[src/rtl/muldiv_unit.sv]
// Iterative RV32M multiply/divide engine for the EX stage.
// Shift-add multiply and restoring divide, one bit per clock.
module muldiv_unit #(
    parameter int XLEN  = 32,
    parameter int CNT_W = 6
) (
    input  logic            clk_i,
    input  logic            rst_i,
    input  logic            start_i,
    input  logic [2:0]      funct3_i,
    input  logic [XLEN-1:0] rs1_data_i,
    input  logic [XLEN-1:0] rs2_data_i,
    input  logic [4:0]      rd_i,
    input  logic            flush_i,
    output logic            stall_o,
    output logic            busy_o,
    output logic            done_o,
    output logic [XLEN-1:0] result_o,
    output logic [4:0]      rd_o
);

    typedef enum logic [1:0] {S_IDLE, S_CALC, S_DONE} state_t;

    state_t              r_state, w_next;
    logic [CNT_W-1:0]    r_cnt;
    logic [2:0]          r_funct3;
    logic [4:0]          r_rd, r_rd_q;
    logic [2*XLEN-1:0]   r_acc;
    logic [XLEN-1:0]     r_opb, r_pend, r_result;
    logic                r_neg_q, r_neg_r;

    logic                w_accept, w_is_div, w_a_sgn, w_b_sgn;
    logic                w_a_neg, w_b_neg, w_div0, w_ovf, w_last;
    logic [XLEN-1:0]     w_a_abs, w_b_abs, w_spec;
    logic [XLEN:0]       w_sum, w_sh, w_diff;
    logic [2*XLEN:0]     w_mul_ext;
    logic [2*XLEN-1:0]   w_mul_nxt, w_div_nxt, w_step, w_prod;
    logic [XLEN-1:0]     w_quo, w_rem, w_final;

    assign w_is_div = funct3_i[2];
    assign w_a_sgn  = (funct3_i == 3'b001) || (funct3_i == 3'b010) ||
                      (funct3_i == 3'b100) || (funct3_i == 3'b110);
    assign w_b_sgn  = (funct3_i == 3'b001) ||
                      (funct3_i == 3'b100) || (funct3_i == 3'b110);
    assign w_a_neg  = w_a_sgn & rs1_data_i[XLEN-1];
    assign w_b_neg  = w_b_sgn & rs2_data_i[XLEN-1];
    assign w_a_abs  = w_a_neg ? -rs1_data_i : rs1_data_i;
    assign w_b_abs  = w_b_neg ? -rs2_data_i : rs2_data_i;
    assign w_div0   = w_is_div & (rs2_data_i == '0);
    assign w_ovf    = w_is_div & ~funct3_i[0] &
                      (rs1_data_i == {1'b1, {(XLEN-1){1'b0}}}) &
                      (rs2_data_i == '1);
    assign w_spec   = w_div0 ? (funct3_i[1] ? rs1_data_i : '1)
                             : (funct3_i[1] ? '0 : {1'b1, {(XLEN-1){1'b0}}});
    assign w_accept = (r_state == S_IDLE) & start_i & ~flush_i;
    assign w_last   = (r_cnt == CNT_W'(XLEN-1));

    // Multiply: conditional add into the upper half, carry kept for the shift
    assign w_sum     = {1'b0, r_acc[2*XLEN-1:XLEN]} + {1'b0, r_opb};
    assign w_mul_ext = r_acc[0] ? {w_sum, r_acc[XLEN-1:0]} : {1'b0, r_acc};
    assign w_mul_nxt = w_mul_ext[2*XLEN:1];

    // Divide: remainder in the upper half, quotient shifts in from the bottom
    assign w_sh      = {r_acc[2*XLEN-1:XLEN], r_acc[XLEN-1]};
    assign w_diff    = w_sh - {1'b0, r_opb};
    assign w_div_nxt = w_diff[XLEN]
                     ? {w_sh[XLEN-1:0], r_acc[XLEN-2:0], 1'b0}
                     : {w_diff[XLEN-1:0], r_acc[XLEN-2:0], 1'b1};

    assign w_step = r_funct3[2] ? w_div_nxt : w_mul_nxt;
    assign w_prod = r_neg_q ? -w_step : w_step;
    assign w_quo  = r_neg_q ? -w_step[XLEN-1:0] : w_step[XLEN-1:0];
    assign w_rem  = r_neg_r ? -w_step[2*XLEN-1:XLEN] : w_step[2*XLEN-1:XLEN];

    always_comb begin
        w_final = w_rem;
        unique case (1'b1)
            (r_funct3 == 3'b000): w_final = w_prod[XLEN-1:0];
            (r_funct3[2] == 1'b0 && r_funct3 != 3'b000):
                w_final = w_prod[2*XLEN-1:XLEN];
            (r_funct3[2:1] == 2'b10): w_final = w_quo;
            (r_funct3[2:1] == 2'b11): w_final = w_rem;
        endcase
    end

    always_ff @(posedge clk_i or negedge rst_i) begin
        if (!rst_i) r_state <= S_IDLE;
        else        r_state <= w_next;
    end

    always_comb begin
        w_next   = r_state;
        stall_o  = 1'b0;
        busy_o   = 1'b0;
        done_o   = 1'b0;
        result_o = r_result;
        rd_o     = r_rd_q;
        case (r_state)
            S_IDLE: begin
                stall_o = start_i & ~flush_i;
                if (w_accept)
                    w_next = (w_div0 | w_ovf) ? S_DONE : S_CALC;
            end
            S_CALC: begin
                stall_o = ~flush_i;
                busy_o  = 1'b1;
                if (flush_i)     w_next = S_IDLE;
                else if (w_last) w_next = S_DONE;
            end
            S_DONE: begin
                busy_o   = 1'b1;
                done_o   = ~flush_i;
                result_o = r_pend;
                rd_o     = r_rd;
                w_next   = S_IDLE;
            end
            default: w_next = S_IDLE;
        endcase
    end

    always_ff @(posedge clk_i or negedge rst_i) begin
        if (!rst_i) begin
            r_cnt    <= '0;
            r_funct3 <= '0;
            r_rd     <= '0;
            r_rd_q   <= '0;
            r_acc    <= '0;
            r_opb    <= '0;
            r_pend   <= '0;
            r_result <= '0;
            r_neg_q  <= 1'b0;
            r_neg_r  <= 1'b0;
        end else if (w_accept) begin
            r_cnt    <= '0;
            r_funct3 <= funct3_i;
            r_rd     <= rd_i;
            r_acc    <= {{XLEN{1'b0}}, w_a_abs};
            r_opb    <= w_b_abs;
            r_neg_q  <= w_a_neg ^ w_b_neg;
            r_neg_r  <= w_a_neg;
            r_pend   <= w_spec;
        end else if (r_state == S_CALC && !flush_i) begin
            r_cnt <= r_cnt + 1'b1;
            r_acc <= w_step;
            if (w_last) r_pend <= w_final;
        end else if (r_state == S_DONE && !flush_i) begin
            r_result <= r_pend;
            r_rd_q   <= r_rd;
        end
    end

endmodule

[config.mk]
export PLATFORM = sky130hd
export DESIGN_NAME = muldiv_unit
export DESIGN_NICKNAME = d
export VERILOG_FILES = /design/src/rtl/muldiv_unit.sv
export SDC_FILE = /design/constraint.sdc
export NUM_CORES = 1
export LEC_CHECK = 0
export ABC_AREA = 1
export CAP_MARGIN = 20
export CORE_UTILIZATION = 40
export DETAILED_ROUTE_END_ITERATION = 12
export GPL_TIMING_DRIVEN = 1
export PLACE_DENSITY = 0.66
export SYNTH_ARGS = -nofsm -noshare
export SYNTH_HDL_FRONTEND = slang
export SYNTH_SLANG_ARGS = --single-unit
export TNS_END_PERCENT = 100
[constraint.sdc]
create_clock -name clk_i -period 5.4 [get_ports clk_i]
set_input_delay 1.62 -clock clk_i [delete_from_list [all_inputs] [get_ports clk_i]]
set_output_delay 1.62 -clock clk_i [all_outputs]
set_load 0.02 [all_outputs]
==> impl.org, run 1 <==
** CTS
- Maximum clock insertion buffer count :: 2
- The later pin in the worst-skew pair is clocked with a latency of 480 ps.
- Clock-pin slew was measured on the worst setup and hold paths at 70 ps.
- Number of sinks on the clock net :: 183
- The number of hold buffers added after CTS was 0.
- In this run the number of H-tree levels came out at 4.
- CTS placed an instance of sky130_fd_sc_hd__clkbuf_16 at the clock tree root.
- Clock tree from TritonCTS :: done
- In this run, CTS created clock tree buffers numbering 17.

** Logic synthesis
- Yosys warns :: 0
- The synthesized netlist occupies a cell area of approximately 0.019 sq mm.
- Number of flops mapped to enable cells by yosys :: 0
- Synthesis produced a netlist whose cell count is 3143.
- Counting distinct cell types in the post-synthesis netlist gives 55.
- The largest total area in the synthesized netlist belongs to sky130_fd_sc_hd__dfrtp_1.
- Area share of the leading cell type in the synthesized netlist :: 0.2422
- Counting flops with an async set or reset pin after synthesis yields a share of 1.000.
- Synthesis inferred 183 register bits.
- Per-instance average area after synthesis :: 6.015 sq um
- For this run, the leading register cell type out of synthesis is sky130_fd_sc_hd__dfrtp_1.
- Net Count, Synth :: 3294
- The share of the Yosys chip area taken by registers is 0.2422.
- Cell types occupying the most area after synthesis :: sky130_fd_sc_hd__dfrtp_1, sky130_fd_sc_hd__nand2_1, sky130_fd_sc_hd__inv_1, sky130_fd_sc_hd__o21ai_0, sky130_fd_sc_hd__nand3_1

** Place
- Final GP Congestion :: 1.036
- Timing analysis after detailed placement gives a worst setup slack of 489.2 ps.
- # placed instances :: about 3.8k
- HPWL Detailed :: 58290 microns
- Port buffering added 115 buffers.

** Timing
- Setup violations remaining at the end of the flow were counted as 0.
- In the final timing run, aggregate negative setup slack is 0 ps.
- Setup skew after layout :: 13.70 ps
- Slew at the pin closest to its max-slew limit :: 923.7 ps
- F_max :: 203.7 MHz
- Setup repair after global routing left no endpoint under its margin.
- Final cycle utilization of the critical path :: 0.9091
- Count of final hold-check violations :: 0
- Once routing completed, OpenROAD measured the worst setup slack at 491.1 ps.
- Final Max Tran Viols :: 0
- Slew margin rel. :: 0.3842
- Time the worst path needs with I/O delays and setup :: around 4900 ps

** Critical path
- In this design, the critical path's most frequently occurring cell is sky130_fd_sc_hd__clkdlybuf4s50_1.
- Kind of start point of the critical path :: input pin
- Traced cell by cell, the critical path runs through clkdlybuf4s50_1 > inv_1 > nand2_1 > clkinv_1 > nor2_1 > inv_2 > clkdlybuf4s50_1.
- The slowest stage of the critical path is the sky130_fd_sc_hd__clkdlybuf4s50_1 cell.
- Counting both buffers and inverters, the worst setup path holds a total of 5.
- For this run, the slowest stage of the critical path takes 580 ps.
- In this run the worst path has a maximum fanout of 3.
- The worst setup path is of the in -> out kind.
- Crit path arrival time :: 3290 ps
- The kind of cell with the highest combined delay along the critical path is buffers and inverters.
- Crit path required time :: around 3800 ps
- Endpoint class of the critical path :: output pin

** Global routing
- Most congested layer reported by global routing :: met2
- Met1 Use GR :: 0.4392
- For met2 alone, demand over resource in global routing was 0.4593.
- Maximum number of pins on one net before global-route repair :: a little over 100
- Wire length of the first global-routing pass :: about 110000 microns
- The number of antenna violations at the first check in global routing came to 1.
- In the global route stage, met3 resource usage came out at 0.05184.
- Total routing resource utilization after global routing :: 0.3037
- Global routing finished with a remaining overflow of 0.
- Via count of the first global-routing pass :: 18.90k

** Flow run
- Number of maximum-capacitance constraint violations :: 0

** Final layout
- Final #Nets :: between 3k and 4k
- Number of antenna diodes :: 0
- The finished layout holds roughly 3.8k standard cells, fillers aside.
- After filler insertion, the fill cell instance count of the layout stands at 5010.
- Area Overhead vs Synth :: 13.12%
- Fraction of final layout cells sized beyond drive strength 1 :: 0.06194

** Power
- Power spread over the standard cell area amounts to 715.3 mW/mm^2.
- Cell internal power dissipation :: 6.010 mW
- Leakage Power :: 10.78 nW
- IR analysis of the VDD net gives a maximum drop of 0.3306 mV.
- Switching power as a share of total power :: 0.6071
- The share of total power dissipated in combinational logic is 0.754.
- The analysis attributes to net switching a power of slightly above 9 mW.
- Sequential Power Share :: 0.157
- Power share of the clock group :: 0.089
- Total power of the final layout :: 15.30 mW

** Drt
- Drt via density :: 5.457
- Antenna-violating nets left :: 0
- After the first detailed-routing iteration, the DRC count stood at 2433.
- Summed over all layers, the routed wires come to 72520 microns.
- Before antenna repair, the detailed router went through 6 iterations.
- The routed layout has 20.93k vias.
- Dividing the detail-routed wire length by the instance count gives 18.90 microns.
- After detailed routing, the number of remaining DRC violations is 0.

** Die
- Number of placement rows :: 79
- Placeable core region :: 0.04656 sq mm
- Count of pins on the block boundary :: 116
- Area enclosed by the die boundary :: about 0.048 sq mm
- The die is 219.4 microns tall.
- The floorplan step set the die width to 219.4 microns.
- The initial utilization of the core area, before any placement, comes to 0.4061.

** Worst hold path
- Class of the tightest hold or removal check :: reg -> reg

** Status
- The run finished with clean final reports.
sequential cells by signal, summed over array words and instances (netlist names):
register and count:
r_neg_r 1, r_funct3 3, r_cnt 6, r_rd 5, r_pend 32, r_state 2, r_opb 32, r_acc 64
r_rd_q 5, r_neg_q 1, r_result 32
kinds of logic (layout without fill, tap and decap cells):
kind of cell / after synthesis / after routing / synth area share
adders and majority gates: 75 / 75 / 0.05043
and+or+nand+nor: 1620 / 1620 / 0.3695
AOI/OAI and AO/OA: 574 / 574 / 0.1661
buffers and inverters: 575 / 661 / 0.1179
DFF: 183 / 183 / 0.2422
xor gates and xnor gates: 116 / 116 / 0.05374
worst paths after layout:
path | startpoint | to | slack, ps | depth (start not counted)
max reg2reg | r_acc[31] | r_pend[26] | 550 | 39
max in group asynchronous | rst_i | r_rd[2] | 3210 | 2
max | flush_i | stall_o | 490 | 7
min reg2reg | r_rd_q[1] | r_rd_q[1] | 490 | 2
min | r_rd_q[1] | r_rd_q[1] | 490 | 2
min in group asynchronous | rst_i | r_result[20] | 1230 | 1
cells in the mapped netlist, drive strengths merged (13+ instances only):
library cell and number:
o21ai 324, xnor2 20, o22ai 37, xor2 96
ha 73, inv 459, clkbuf 78, nand2 976
nor2 292, dfrtp 183, a22oi 22, nand4 43
nand3 244, a31oi 13, nor3 34, a21oi 130
buf 33
cells in the final DEF (no fill, tap or decap), types with 11 or more instances in the layout:
master / count
sky130_fd_sc_hd__a21oi_1: 128
sky130_fd_sc_hd__a22oi_1: 22
sky130_fd_sc_hd__a31oi_1: 13
sky130_fd_sc_hd__buf_4: 48
sky130_fd_sc_hd__clkbuf_16: 17
sky130_fd_sc_hd__clkdlybuf4s50_1: 114
sky130_fd_sc_hd__dfrtp_1: 181
sky130_fd_sc_hd__ha_1: 73
sky130_fd_sc_hd__inv_1: 446
sky130_fd_sc_hd__inv_2: 12
sky130_fd_sc_hd__nand2_1: 928
sky130_fd_sc_hd__nand2_2: 38
sky130_fd_sc_hd__nand3_1: 236
sky130_fd_sc_hd__nand4_1: 43
sky130_fd_sc_hd__nor2_1: 260
sky130_fd_sc_hd__nor2_2: 20
sky130_fd_sc_hd__nor2_4: 12
sky130_fd_sc_hd__nor3_1: 31
sky130_fd_sc_hd__o211ai_1: 11
sky130_fd_sc_hd__o21ai_0: 311
sky130_fd_sc_hd__o21bai_1: 11
sky130_fd_sc_hd__o22ai_1: 37
sky130_fd_sc_hd__xnor2_1: 20
sky130_fd_sc_hd__xor2_1: 96
metrics by stage:
stage / hold WS, ps / area [sq um] / util
floorplan: 447.9 / 18900 / -
global placement: 465.4 / 20740 / 0.4455
detailed placement: 473.4 / 20740 / 0.4455
CTS: 492.9 / 21360 / 0.4588
global route: 510.4 / 21380 / 0.4593
finish: 487.7 / 21380 / 0.4593
routing by layer:
| metal | wire length [microns] | up-vias | share of wire |
|---|---|---|---|
| met5 | 13 | - | 0.00018 |
| met4 | 1871 | 2 | 0.026 |
| met3 | 6371 | 102 | 0.088 |
| met2 | 31070 | 889 | 0.43 |
| met1 | 33180 | 9682 | 0.46 |
| li1 | - | 10260 | - |
tightest hold or removal path, delay by kind of cell, from the launching register on:
family	cells	cell delay, ps
AO/OA/AOI/OAI	1	60
AND/OR/NAND/NOR	1	50
flip-flops	1	340
final cells by class:
class / count / area, sq um / area share
repair buffers: 165 / 1555 / 0.07273
clock buffers: 18 / 439.2 / 0.02054
flip-flops and latches: 183 / 4584 / 0.2144
well taps: 607 / 759.5 / 0.03552
clock inverters: 14 / 181.4 / 0.008484
multi-input cells: 2385 / 12120 / 0.5668
inverters: 464 / 1743 / 0.08150
timing repair:
| action | 4_1_cts | 5_1_grt |
|---|---|---|
| buffers inserted | 0 | 0 |
| resized for setup | 0 | 1 |
| endpoints found under the setup margin | 0 | 1 |
power groups by stage:
stage                     Sequential [mW]  Combinational, mW  Clock (mW)
after global placement               2.39               11.2           0
after detailed placement             2.40               11.2           0
after floorplan                      2.13               8.00           0
final                                2.40               11.5        1.37
after global routing                 2.43               12.6        1.42
after CTS                            2.37               11.2        1.38
(Power assumes the default switching activity.)
==> run 2: changes to the inputs <==
--- a/config.mk
+++ b/config.mk
@@ -6,11 +6,14 @@
 export NUM_CORES = 1
 export LEC_CHECK = 0
 export ABC_AREA = 1
+export ABC_CLOCK_PERIOD_IN_PS = 5400
 export CAP_MARGIN = 20
 export CORE_UTILIZATION = 40
+export CTS_CLUSTER_DIAMETER = 100
 export DETAILED_ROUTE_END_ITERATION = 12
 export GPL_TIMING_DRIVEN = 1
 export PLACE_DENSITY = 0.66
+export SLEW_MARGIN = 40
 export SYNTH_ARGS = -nofsm -noshare
 export SYNTH_HDL_FRONTEND = slang
 export SYNTH_SLANG_ARGS = --single-unit
==> run 2 against run 1 <==
Combinational power about the same. Largest cell class unchanged. Critical path type unchanged. Design area about the same. Clock-buffer cell count is 1 lower. Cell count about the same. First-iteration DRC count down 1.6%. Critical endpoint unchanged. Critical path depth stayed put. Die area unchanged. Power decreased by 0.20%. Largest power group unchanged.
==> impl.org, run 2 (synthesis gave the netlist of run 1 again) <==
** Status
- Run status :: completed

** Final layout
- The multi-input combinational cells in the finished layout cover a total of around 0.012 sq mm.
- Of the cells placed in the final design, the portion with a size suffix greater than 1 is 0.06165.
- Number of antenna diodes :: 0
- Max FFs per register :: 64
- Fill cell total of the finished layout :: a little over 5k
- The finished cells cover 0.02136 sq mm.
- Commonest non-fill, non-tap cell in the layout :: sky130_fd_sc_hd__nand2_1
- Across the whole layout, storage elements account for 0.004584 sq mm.
- Relative to the synthesized area, the layout overhead comes to 13.01%.
- Final #Nets :: 3366
- Counting flops per register, the top entry is r_acc.
- Share of the core filled with cells :: 0.4589
- Most frequent cells in the layout :: sky130_fd_sc_hd__nand2_1, sky130_fd_sc_hd__inv_1, sky130_fd_sc_hd__o21ai_0

** Worst hold path
- Hold path endpoint :: r_rd_q[1]
- The startpoint identified for the worst hold timing path is r_rd_q[1].
- Class of the tightest hold or removal check :: reg -> reg
- Worst Hold Depth :: 2

** CTS
- The H-tree was split into 4 levels.
- Worst-path clk slew :: 70 ps
- Number of sinks on the clock net :: around 180
- In this run the post-CTS setup repair buffer count came out at 0.
- Clock tree from TritonCTS :: done
- Clock tree synthesis selected as its root buffer the cell sky130_fd_sc_hd__clkbuf_16.
- For this design, the CTS-stage hold fixing added 0 buffers.
- Source-to-sink clock delay at the later pin of the worst-skew pair :: 480 ps
- Maximum clock insertion buffer count :: 2
- Counting the buffers created by CTS gives 17.
- Post-CTS repair changed the size of 0 cells.

** Critical path
- STA classifies the critical path startpoint as an input pin.
- On the critical path the largest part of the delay comes from buffers and inverters.
- The worst setup path is captured at an output pin.
- The critical path contains buffers and inverters numbering 5 combined.
- The number of cells on the worst reg-to-reg path is 39.
- The startpoint identified for the worst register-to-register timing path is r_acc[31].
- For flop-to-flop paths, the worst setup slack is approximately 540 ps.
- Walking the worst path, the cells encountered are clkdlybuf4s50_1 > inv_1 > nand2_1 > clkinv_1 > nor2_1 > inv_2 > clkdlybuf4s50_1.
- In this run the worst path has a maximum fanout of 3.
- Most frequent cell on the critical path :: sky130_fd_sc_hd__clkdlybuf4s50_1
- For this run, the slowest stage of the critical path takes between 500 and 600 ps.
- The slowest stage of the critical path belongs to the cell sky130_fd_sc_hd__clkdlybuf4s50_1.
- Crit path arrival time :: about 3300 ps
- Worst setup path class :: in -> out
- In this run the critical register-to-register path is captured at r_pend[18].
- Crit path required time :: about 3800 ps

** Place
- The count of buffers added on input and output ports is approximately 120.
- HPWL Detailed :: 58370 microns
- Final GP Congestion :: 1.036
- In this run the cell area measured after placement is between 0.02 and 0.025 sq mm.

** Power
- The analysis attributes to cell leakage a power of 10.77 nW.
- Peak VDD IR :: 0.3090 mV
- For this design the ratio of total power to cell area is 714.6 mW/mm^2.

** Global routing
- The number of antenna violations at the first check in global routing came to 0.
- Entering global routing, the biggest net connects between 100 and 150 pins.
- Global routing finished with a remaining overflow of 0.
- The via count of the first global-routing pass was 18.95k.
- Wire length of the first global-routing pass :: 111400 microns
- Total routing resource utilization after global routing :: 0.3045

** Die
- The region available for standard cell placement spans around 0.047 sq mm.
- The die covers approximately 0.048 sq mm.
- Pin placement for this block handled 116 I/O pins.
- The initial utilization of the core area, before any placement, comes to 0.4061.
- From bottom edge to top edge, the die measures 219.4 microns.
- The floorplan has a little under 80 rows.
- The die is 219.4 microns wide.

** Timing
- After layout, the minimum clock period comes to 4893 ps.
- Setup repair after global routing missed its margin :: false
- Setup violation total in the final timing report :: 0
- Final cycle utilization of the critical path :: 0.9062
- The final-report hold violation count is 0.
- For the pin with the worst max-slew slack, the measured transition is between 700 and 800 ps.
- In this run the tightest slew margin relative to its limit is 0.4865.
- F_max :: 204.4 MHz
- TNS Setup :: 0 ps
- Final Max Tran Viols :: 0
- Across all hold checks on the routed design, the worst slack comes to 487.4 ps.
- Between clock sinks in the finished design, the worst skew comes to 14.23 ps.

** Drt
- The detail route stage leaves a number of antenna-violating nets equal to 0.
- The detailed router finished its first iteration with 2393 violations.
- After detailed routing, the total wire length is 72600 microns.
- In the routed design, unresolved DRC markers number 0.
- The routed layout has 20.93k vias.
- Number of iterations in the first detailed-routing pass :: 6
- Wire length per cell after detailed routing :: ~19 microns
- Drt via density :: about 5.5

** Flow run
- Number of maximum-capacitance constraint violations :: 0
-- run 2: worst max path at each step --
stage / cells after the start / from / slack (ps) / to
global route: 39 / r_acc[31] / 20 / r_pend[18]
CTS: 7 / flush_i / 500 / stall_o
floorplan: 6 / start_i / 900 / stall_o
finish: 7 / flush_i / 510 / stall_o
global placement: 7 / flush_i / 470 / stall_o
detailed placement: 7 / flush_i / 500 / stall_o
-- run 2: final cells by class --
| type | count | area share |
|---|---|---|
| tap | 607 | 0.03555 |
| clock inverter | 15 | 0.008317 |
| sequential | 183 | 0.2146 |
| clock buffer | 17 | 0.01991 |
| inverter | 464 | 0.08159 |
| multi-input combinational | 2385 | 0.5676 |
| timing repair buffer | 164 | 0.07239 |
-- run 2: metal layers --
layer,routed length [microns],global-route usage,vias up
met1,33200,0.4450,9635
met3,6513,0.04352,99
met2,31140,0.4647,926
li1,-,-,10270
met5,0,0,-
met4,1758,0.07801,0
-- run 2: worst register-to-register path: cells and delay by family, from the launching register on --
| kind | cells | cell delay, ps |
|---|---|---|
| and+or+nand+nor | 30 | 3130 |
| buffers and inverters | 6 | 590 |
| DFF | 1 | 380 |
| adders and majority gates | 3 | 680 |
-- run 2: metrics by stage --
stage | power, mW | cells | setup slack [ps]
after floorplan | 10.13 | 3143 | 896.8
after global placement | 13.60 | 3803 | 473.0
after detailed placement | 13.59 | 3803 | 500.2
after CTS | 14.96 | 3835 | 499.8
after global routing | 16.47 | 3835 | 15.27
final | 15.27 | 3835 | 506.7
-- run 2: where the power goes --
group          switching [mW]  total (mW)  internal, mW
clock network           0.674        1.34         0.666
logic                    8.10        11.5          3.43
registers               0.538        2.40          1.86
